===== config.mk =====
export PLATFORM = sky130hd
export DESIGN_NAME = debouncer_multi
export DESIGN_NICKNAME = d
export VERILOG_FILES = /design/src/rtl/debouncer_multi.sv
export SDC_FILE = /design/constraint.sdc
export NUM_CORES = 1
export LEC_CHECK = 0
export CAP_MARGIN = 0
export CORE_MARGIN = 1.5
export CORE_UTILIZATION = 55
export DETAILED_ROUTE_END_ITERATION = 7
export DONT_BUFFER_PORTS = 1
export GPL_TIMING_DRIVEN = 0
export PLACE_DENSITY = 0.75
export RECOVER_POWER = 25
export SYNTH_ARGS = -nofsm -noshare
export SYNTH_HDL_FRONTEND = slang
export SYNTH_SLANG_ARGS = --single-unit

===== constraint.sdc =====
create_clock -name clock -period 3.05 [get_ports clock]
set_clock_uncertainty 0.15 [all_clocks]
set_input_delay 0.61 -clock clock [delete_from_list [all_inputs] [get_ports clock]]
set_output_delay 0.61 -clock clock [all_outputs]
set_load 0.01 [all_outputs]

===== src/rtl/debouncer_multi.sv =====
// Multi-channel push-button conditioner: per channel a two-flop synchroniser,
// symmetric press/release debounce, single-cycle press/release pulses,
// long-press detection and optional auto-repeat while the button is held.
module debouncer_multi #(
  parameter int NCH           = 4,
  parameter int DEB_CYCLES    = 500000,
  parameter int HOLD_CYCLES   = 50000000,
  parameter int REPEAT_CYCLES = 10000000,
  parameter int REPEAT_EN     = 1
) (
  input  logic           clock,
  input  logic           reset,
  input  logic [NCH-1:0] pb,
  output logic [NCH-1:0] pressed_state,
  output logic [NCH-1:0] pressed_pulse,
  output logic [NCH-1:0] released_pulse,
  output logic [NCH-1:0] long_press_pulse,
  output logic [NCH-1:0] repeat_pulse
);

  localparam int HOLD_MAX = (HOLD_CYCLES > REPEAT_CYCLES) ? HOLD_CYCLES : REPEAT_CYCLES;
  localparam int DEB_W    = $clog2(DEB_CYCLES + 1);
  localparam int HOLD_W   = $clog2(HOLD_MAX + 1);

  // Debounce ends on the last counted cycle; the long press fires when the
  // hold counter (0 in the press cycle) reaches HOLD_CYCLES; after that the
  // counter reloads to 0 and a repeat fires each time it reaches REPEAT-1.
  localparam logic [DEB_W-1:0]  DEB_LAST  = DEB_W'(DEB_CYCLES - 1);
  localparam logic [HOLD_W-1:0] HOLD_LAST = HOLD_W'(HOLD_CYCLES);
  localparam logic [HOLD_W-1:0] REP_LAST  = HOLD_W'(REPEAT_CYCLES - 1);

  localparam logic [2:0] S_IDLE  = 3'd0;
  localparam logic [2:0] S_CNT_P = 3'd1;
  localparam logic [2:0] S_PE    = 3'd2;
  localparam logic [2:0] S_HELD  = 3'd3;
  localparam logic [2:0] S_CNT_R = 3'd4;
  localparam logic [2:0] S_NE    = 3'd5;

  logic [NCH-1:0] sync_p0;
  logic [NCH-1:0] sync_p1;

  // Two-flop synchroniser for the asynchronous button inputs
  always_ff @(posedge clock) begin
    if (reset) begin
      sync_p0 <= '0;
      sync_p1 <= '0;
    end else begin
      sync_p0 <= pb;
      sync_p1 <= sync_p0;
    end
  end

  for (genvar g = 0; g < NCH; g++) begin : g_ch
    logic [2:0]        state;
    logic [DEB_W-1:0]  deb_cnt;
    logic [HOLD_W-1:0] hold_cnt;
    logic              long_done;
    logic              s;
    logic              held;
    logic              long_hit;
    logic              rep_hit;

    assign s        = sync_p1[g];
    assign held     = (state == S_PE) || (state == S_HELD) || (state == S_CNT_R);
    assign long_hit = held && !long_done && (hold_cnt == HOLD_LAST);
    assign rep_hit  = (REPEAT_EN != 0) && held && long_done && (hold_cnt == REP_LAST);

    // Debounce state machine; the counter restarts from 0 on every entry
    // into a counting state
    always_ff @(posedge clock) begin
      if (reset) begin
        state   <= S_IDLE;
        deb_cnt <= '0;
      end else begin
        case (state)
          S_IDLE: begin
            deb_cnt <= '0;
            if (s) state <= S_CNT_P;
          end
          S_CNT_P: begin
            if (!s) begin
              state   <= S_IDLE;
              deb_cnt <= '0;
            end else if (deb_cnt == DEB_LAST) begin
              state <= S_PE;
            end else begin
              deb_cnt <= deb_cnt + DEB_W'(1);
            end
          end
          S_PE: begin
            state   <= S_HELD;
            deb_cnt <= '0;
          end
          S_HELD: begin
            deb_cnt <= '0;
            if (!s) state <= S_CNT_R;
          end
          S_CNT_R: begin
            if (s) begin
              state   <= S_HELD;
              deb_cnt <= '0;
            end else if (deb_cnt == DEB_LAST) begin
              state <= S_NE;
            end else begin
              deb_cnt <= deb_cnt + DEB_W'(1);
            end
          end
          S_NE: begin
            state   <= S_IDLE;
            deb_cnt <= '0;
          end
          default: begin
            state   <= S_IDLE;
            deb_cnt <= '0;
          end
        endcase
      end
    end

    // Hold timer: runs while the button is accepted as held (including a
    // pending release), reloads at each long/repeat point, cleared otherwise
    always_ff @(posedge clock) begin
      if (reset) begin
        hold_cnt  <= '0;
        long_done <= 1'b0;
      end else if (!held) begin
        hold_cnt  <= '0;
        long_done <= 1'b0;
      end else if (long_hit) begin
        hold_cnt  <= '0;
        long_done <= 1'b1;
      end else if (long_done) begin
        if (REPEAT_EN != 0) begin
          if (rep_hit) hold_cnt <= '0;
          else         hold_cnt <= hold_cnt + HOLD_W'(1);
        end
      end else begin
        hold_cnt <= hold_cnt + HOLD_W'(1);
      end
    end

    assign pressed_state[g]    = held;
    assign pressed_pulse[g]    = (state == S_PE);
    assign released_pulse[g]   = (state == S_NE);
    assign long_press_pulse[g] = long_hit;
    assign repeat_pulse[g]     = rep_hit;
  end

endmodule


==> results.tsv, run 1 <==
stage	metric	value	unit
power	Logic pwr share	0.006	
timing	fmax	0.334	GHz
clock_network	Root Buffer	clkbuf_16	
global_route	largest net degree at the start of global routing	14	
logic_synthesis	syn nets	1156	
critical_path	crit start category	register	
logic_synthesis	Synth Flop Type	dfxtp_1	
route	final WL	19.5	mm
logic_synthesis	Seq/Total Area, Yosys	0.424	
global_route	total track usage	0.217	
logic_synthesis	main combinational cell family by area after synthesis	simple AND/OR/NAND/NOR gates	
floorplanning	Ports	26	
global_route	total congestion overflow	0	
power	Clk network pwr share	0.496	
power	P_leak	3.23	nW
power	Net Sw Power	0.00112	W
global_route	first-pass GRT wire length	33.8	mm
floorplanning	Die Area	0.0183	sq mm
route	vias	7915	
timing	pins over their slew limit	0	
route	Via-to-Cell Ratio	5.62	
run	max-cap viol count	0	
logic_synthesis	Compound-Gate Fraction of Synth Area	0.0543	
timing	fin crit share	0.982	
critical_path	Critical Path Max Stage Delay	0.71	ns
logic_synthesis	Netlist cell types	56	
power	Peak VDD IR	407	uV
timing	Worst Hold Slack	0.0771	ns
logic_synthesis	main area contributors after synthesis	dfxtp_1, xnor2_1, nor2_1, nor3_1, xor2_1	
clock_network	CTS Buf Count	23	
timing	Tmin final	3.00	ns
critical_path	CP max stage cell	or4b_2	
clock_network	CTS Hold Bufs	0	
timing	Rel. slew slack	0.259	
critical_path	Worst EP required	2.29	ns
logic_synthesis	mux cell area share after synthesis	0.00779	
logic_synthesis	Adder-Cell Fraction of Synth Area	0.0156	
floorplanning	Starting Density	0.559	
route	First DRT Iteration DRCs	518	
clock_network	CTS tree	yes	
floorplanning	DIE WIDTH	135	um
hold_path	hold crit path type	in -> reg	
floorplanning	Core ar.	0.0172	sq mm
clock_network	Clock Sinks	204	
place	# port buffers	0	
critical_path	crit path cell chain	or4b_2 > nor4_2 > nand2_1 > nor2_1 > buf_4	
power	Int Power	0.00425	W
global_route	vias in the first global route	7319	
critical_path	crit end category	output pin	
logic_synthesis	Post-synth EDFFs	0	
logic_synthesis	most frequent cell after synthesis	dfxtp_1	
critical_path	CP max FO	5	
logic_synthesis	Yosys top cell area share	0.424	
timing	Setup Viol. Count Final	0	
place	Placed Instance Area	0.00992	sq mm
route	first drt pass iteration count	5	
place	Detailed Place HPWL	13.1	mm
logic_synthesis	Async S/R FF share, synth	0	
timing	RSZ-0062 raised after global routing	false	
logic_synthesis	post-synthesis xor/xnor area fraction	0.130	
logic_synthesis	Post-synth top cells	dfxtp_1, nor2_1, nor3_1	
logic_synthesis	synth warn	0	
power	PwrDens	502	mW/mm^2
timing	setup TNS	0	ns
layout	fin area	0.0107	sq mm
logic_synthesis	Syn Inst Count	1138	
layout	P&R area growth vs syn	11.1	%
power	total power	0.00537	W
logic_synthesis	Synth Area per Inst	8.47	sq um
layout	layout net count	1182	
logic_synthesis	Yosys top cell by area	dfxtp_1	
route	Final ANT Viol Nets	0	
critical_path	Reg2Reg Setup Slack	0.16	ns
logic_synthesis	Synth Cell Area	0.00964	sq mm
clock_network	Max clock buf depth	3	
clock_network	H-tree levels	1	
timing	Final Hold Fails	0	
logic_synthesis	Simple-Gate Fraction of Synth Area	0.331	
clock_network	worst skew pair latency	0.51	ns
floorplanning	Die H	135	um
critical_path	critical setup path kind	reg -> out	
layout	share of layout cells above drive strength 1	0.0745	
floorplanning	number of cell rows	48	
place	gp weighted congestion	0.838	
clock_network	Clk pin slew, worst setup/hold paths	0.06	ns
critical_path	critical path arrival	2.24	ns
global_route	initial antenna violation count	4	
timing	Slew @ Worst Pin	1.10	ns
power	Sequential Power Share	0.499	
route	per-cell routed wire length	13.8	um
run_status	status	complete, no violations	
logic_synthesis	post-synthesis register bit count	204	
power	Sw Share	0.209	
route	DRC	0	
==> layout make-up <==
| type | count | area, sq um |
|---|---|---|
| inverters | 37 | 139 |
| flip-flops and latches | 204 | 4090 |
| well taps | 225 | 282 |
| clock buffers | 28 | 634 |
| diodes | 3 | 7.51 |
| multi-input cells | 851 | 5210 |
| repair buffers | 2 | 15.0 |
| plain buffers | 45 | 221 |
| clock inverters | 14 | 105 |
| fillers | 1497 | 6540 |
==> path summary, 6_finish.rpt <==
path | from | endpoint | cells after the start
hold / removal | pb[2] | sync_p0[2]$_SDFF_PP0_ | 1
setup / recovery | g_ch[0].hold_cnt[7]$_SDFF_PP0_ | repeat_pulse[0] | 5
hold reg to reg | sync_p0[1]$_SDFF_PP0_ | sync_p1[1]$_SDFF_PP0_ | 1
setup reg to reg | g_ch[0].hold_cnt[7]$_SDFF_PP0_ | g_ch[0].hold_cnt[22]$_SDFF_PP0_ | 6
==> worst max-delay path: cells and delay by family, from the launching register on <==
| family | cells | cell delay (ns) |
|---|---|---|
| and+or+nand+nor | 4 | 1.24 |
| buffers and inverters | 1 | 0.13 |
| DFF | 1 | 0.36 |
==> layout by cell type, fill, tap and decap left out, types with 19 or more instances in the layout <==
cell type	netlist	final
o21ai_0	21	23
nand3_1	56	56
nor3_1	109	109
xnor2_1	87	87
dfxtp_1	204	203
and4_1	18	19
inv_1	37	37
a21oi_1	39	40
xor2_1	56	56
nor2b_1	20	19
nand2_1	73	73
nand4_1	38	38
nor2_1	148	146
clkbuf_16	0	23
clkbuf_1	27	26
or3_1	26	26
nor4_1	23	20
==> flip-flops by register name, summed over array words and instances (netlist names) <==
| register | count |
|---|---|
| g_ch.hold_cnt | 104 |
| g_ch.deb_cnt | 76 |
| g_ch.state | 12 |
| g_ch.long_done | 4 |
| sync_p0 | 4 |
| sync_p1 | 4 |
==> power groups by stage <==
stage | Clock [W] | Combinational, W | Sequential, W
floorplan | 0 | 0.0000245 | 0.00274
global placement | 0 | 0.0000308 | 0.00274
detailed placement | 0 | 0.0000317 | 0.00274
CTS | 0.00273 | 0.0000322 | 0.00268
global route | 0.00283 | 0.0000342 | 0.00268
finish | 0.00266 | 0.0000305 | 0.00268
==> metrics by stage <==
step,instances,utilization,setup slack [ns]
3_3_place_gp,1363,0.575,0.373
3_5_place_dp,1363,0.575,0.386
6_report,1409,0.621,0.0544
4_1_cts,1406,0.619,0.00310
5_1_grt,1408,0.621,0.00506
2_1_floorplan,1138,-,0.605
==> repair_timing <==
| item | in CTS | in global routing |
|---|---|---|
| resized for setup | 1 | 10 |
| gates cloned | 0 | 0 |
| setup endpoints to repair | 2 | 7 |
| pin swaps | 1 | 1 |
| setup buffers | 1 | 1 |
==> cell families (layout without fill, tap and decap cells) <==
kind of cell / count (synthesis) / after routing
other cells: 0 / 3
compound gates: 89 / 89
simple gates: 600 / 600
flops: 204 / 204
fa+ha+maj: 12 / 12
mux: 7 / 7
buf+inv: 83 / 126
xor+xnor: 143 / 143
==> routing by layer <==
layer	vias to the layer above	wire (um)	GRT usage
met5	-	10	0
met4	2	438	0.0573
met3	36	860	0.0374
met2	151	8990	0.358
met1	3693	9210	0.295
li1	4033	-	-
No activity file was read; power rests on OpenSTA's default activity.
==> run 2: changes to the inputs <==
Settings changed: CORE_UTILIZATION 55 to 41, PLACE_DENSITY 0.75 to 0.6.
==> run 2 against run 1 <==
Net effect:
- cell count rose by 6.0%
- largest cell class unchanged
- first-iteration DRC count fell by 29%
- via count fell by 3.2%
- sequential share of layout area fell by 0.63 points
- worst setup slack improved by 0.070 ns
- critical path depth did not move
- clock power rose by 8.3%
- flip-flop and latch count did not move
==> results.tsv, run 2 (synthesized netlist as in run 1, its figures left out) <==
stage	metric	value	unit
run_status	status	complete, no violations	
timing	fmax	0.342	GHz
layout	share of layout cells above drive strength 1	0.0695	
layout	FILL cells	2257	
layout	Largest regs	g_ch.hold_cnt: 104 flops, g_ch.deb_cnt: 76 flops, g_ch.state: 12 flops	
layout	register with the most flip-flops	g_ch.hold_cnt	
global_route	largest net degree at the start of global routing	13	
clock_network	Clk pin slew, worst setup/hold paths	0.06	ns
route	per-cell routed wire length	13.1	um
place	Detailed Place HPWL	13.5	mm
clock_network	worst skew pair latency	0.51	ns
floorplanning	Ports	26	
power	PwrDens	514	mW/mm^2
critical_path	Worst EP required	2.29	ns
critical_path	crit end category	output pin	
clock_network	Clock Sinks	204	
timing	Rel. slew slack	0.294	
global_route	total congestion overflow	0	
critical_path	crit start category	register	
route	Via-to-Cell Ratio	5.13	
layout	commonest non-fill, non-tap cells in the layout	dfxtp_1, nor2_1, nor3_1	
route	first drt pass iteration count	5	
place	# port buffers	0	
layout	P&R area growth vs syn	12.9	%
layout	max reg flops	104	
route	Final ANT Viol Nets	0	
clock_network	H-tree levels	1	
power	P_leak	3.27	nW
timing	Tmin final	2.93	ns
timing	pins over their slew limit	0	
floorplanning	Die Area	0.0244	sq mm
timing	Slew @ Worst Pin	1.05	ns
place	gp weighted congestion	0.817	
floorplanning	Starting Density	0.422	
layout	storage element area	0.00408	sq mm
route	First DRT Iteration DRCs	368	
global_route	initial antenna violation count	1	
timing	setup TNS	0	ns
route	DRC	0	
timing	RSZ-0062 raised after global routing	false	
clock_network	CTS Buf Count	24	
power	Peak VDD IR	382	uV
floorplanning	Die H	156	um
layout	commonest non-fill, non-tap cell in the layout	dfxtp_1	
timing	Setup Viol. Count Final	0	
floorplanning	Core ar.	0.0228	sq mm
clock_network	CTS tree	yes	
floorplanning	DIE WIDTH	156	um
clock_network	Max clock buf depth	3	
run	max-cap viol count	0	
layout	layout net count	1181	
global_route	total track usage	0.166	
global_route	first-pass GRT wire length	34.2	mm
hold_path	hold crit path type	in -> reg	
global_route	vias in the first global route	7196	
timing	Worst Hold Slack	0.0810	ns
clock_network	Root Buffer	clkbuf_16	
timing	Final Hold Fails	0	
clock_network	CTS Hold Bufs	0	
route	final WL	19.5	mm
floorplanning	number of cell rows	55	
route	vias	7658	
timing	fin crit share	0.959	
critical_path	critical setup path kind	reg -> out	
layout	area occupied by multi-input gates	0.00522	sq mm
critical_path	critical path arrival	2.17	ns
critical_path	CP max FO	5	
-- run 2: cell types whose count changed in the layout (fill, tap and decap cells not counted), moves of 2 or more --
cell | before | now
nor4_2 | 5 | 2
diode_2 | 3 | 1
inv_6 | 2 | 0
nor2_2 | 2 | 0
clkinv_2 | 10 | 4
clkbuf_1 | 26 | 30
nor4_1 | 20 | 22
clkbuf_16 | 23 | 25
clkbuf_8 | 4 | 9
-- run 2: layer usage --
metal | GRT usage | routed length [um] | part of all wire | vias to the layer above
li1 | - | - | - | 4045
met1 | 0.228 | 9880 | 0.51 | 3519
met2 | 0.267 | 8610 | 0.44 | 65
met3 | 0.0269 | 641 | 0.033 | 29
met4 | 0.0503 | 386 | 0.020 | 0
met5 | 0 | 0 | 0 | -
-- run 2: path summary, 6_finish.rpt --
kind                                     to  slack [ns]                            from  depth (start not counted)
max                         repeat_pulse[0]        0.12  g_ch[0].hold_cnt[7]$_SDFF_PP0_                          5
min                   sync_p0[1]$_SDFF_PP0_        0.08                           pb[1]                          1
max reg2reg  g_ch[0].hold_cnt[4]$_SDFF_PP0_        0.32  g_ch[0].hold_cnt[7]$_SDFF_PP0_                          6
min reg2reg           sync_p1[2]$_SDFF_PP0_        0.30           sync_p0[2]$_SDFF_PP0_                          1
-- run 2: layout make-up --
class                      instances  area share
clock buffer                      38      0.0703
tap                              313      0.0360
buffer                            44      0.0198
antenna                            1    0.000230
timing repair buffer               1    0.000690
multi-input combinational        851       0.480
inverter                          37      0.0128
clock inverter                     5     0.00460
sequential                       204       0.376
-- run 2: critical path, cell delays in order (launching register included) --
cell,delay (ns)
dfxtp_1,0.37
or4b_4,0.55
nor4_1,0.40
nand2_1,0.10
nor2_1,0.10
buf_4,0.13
-- run 2: power breakdown --
group	internal, W	switching, W	leakage (nW)
logic	0.0000111	0.0000201	1.22
registers	0.00267	0.00000872	1.64
clock network	0.00179	0.00109	0.407
-- run 2: repair_timing --
item / in CTS / in global routing
cloned: 0 / 0
setup endpoints to repair: 4 / 6
pin swaps: 1 / 1
resized for setup: 5 / 8
setup buffers: 0 / 1
-- run 2: through the flow --
step | instances | power [W] | util | instance area, sq um | setup slack [ns]
2_1_floorplan | 1138 | 0.00276 | - | 9640 | 0.605
3_3_place_gp | 1451 | 0.00277 | 0.439 | 10000 | 0.380
3_5_place_dp | 1451 | 0.00277 | 0.439 | 10000 | 0.312
4_1_cts | 1494 | 0.00569 | 0.476 | 10900 | 0.00461
5_1_grt | 1493 | 0.00578 | 0.476 | 10900 | 0.00457
6_report | 1494 | 0.00559 | 0.476 | 10900 | 0.124
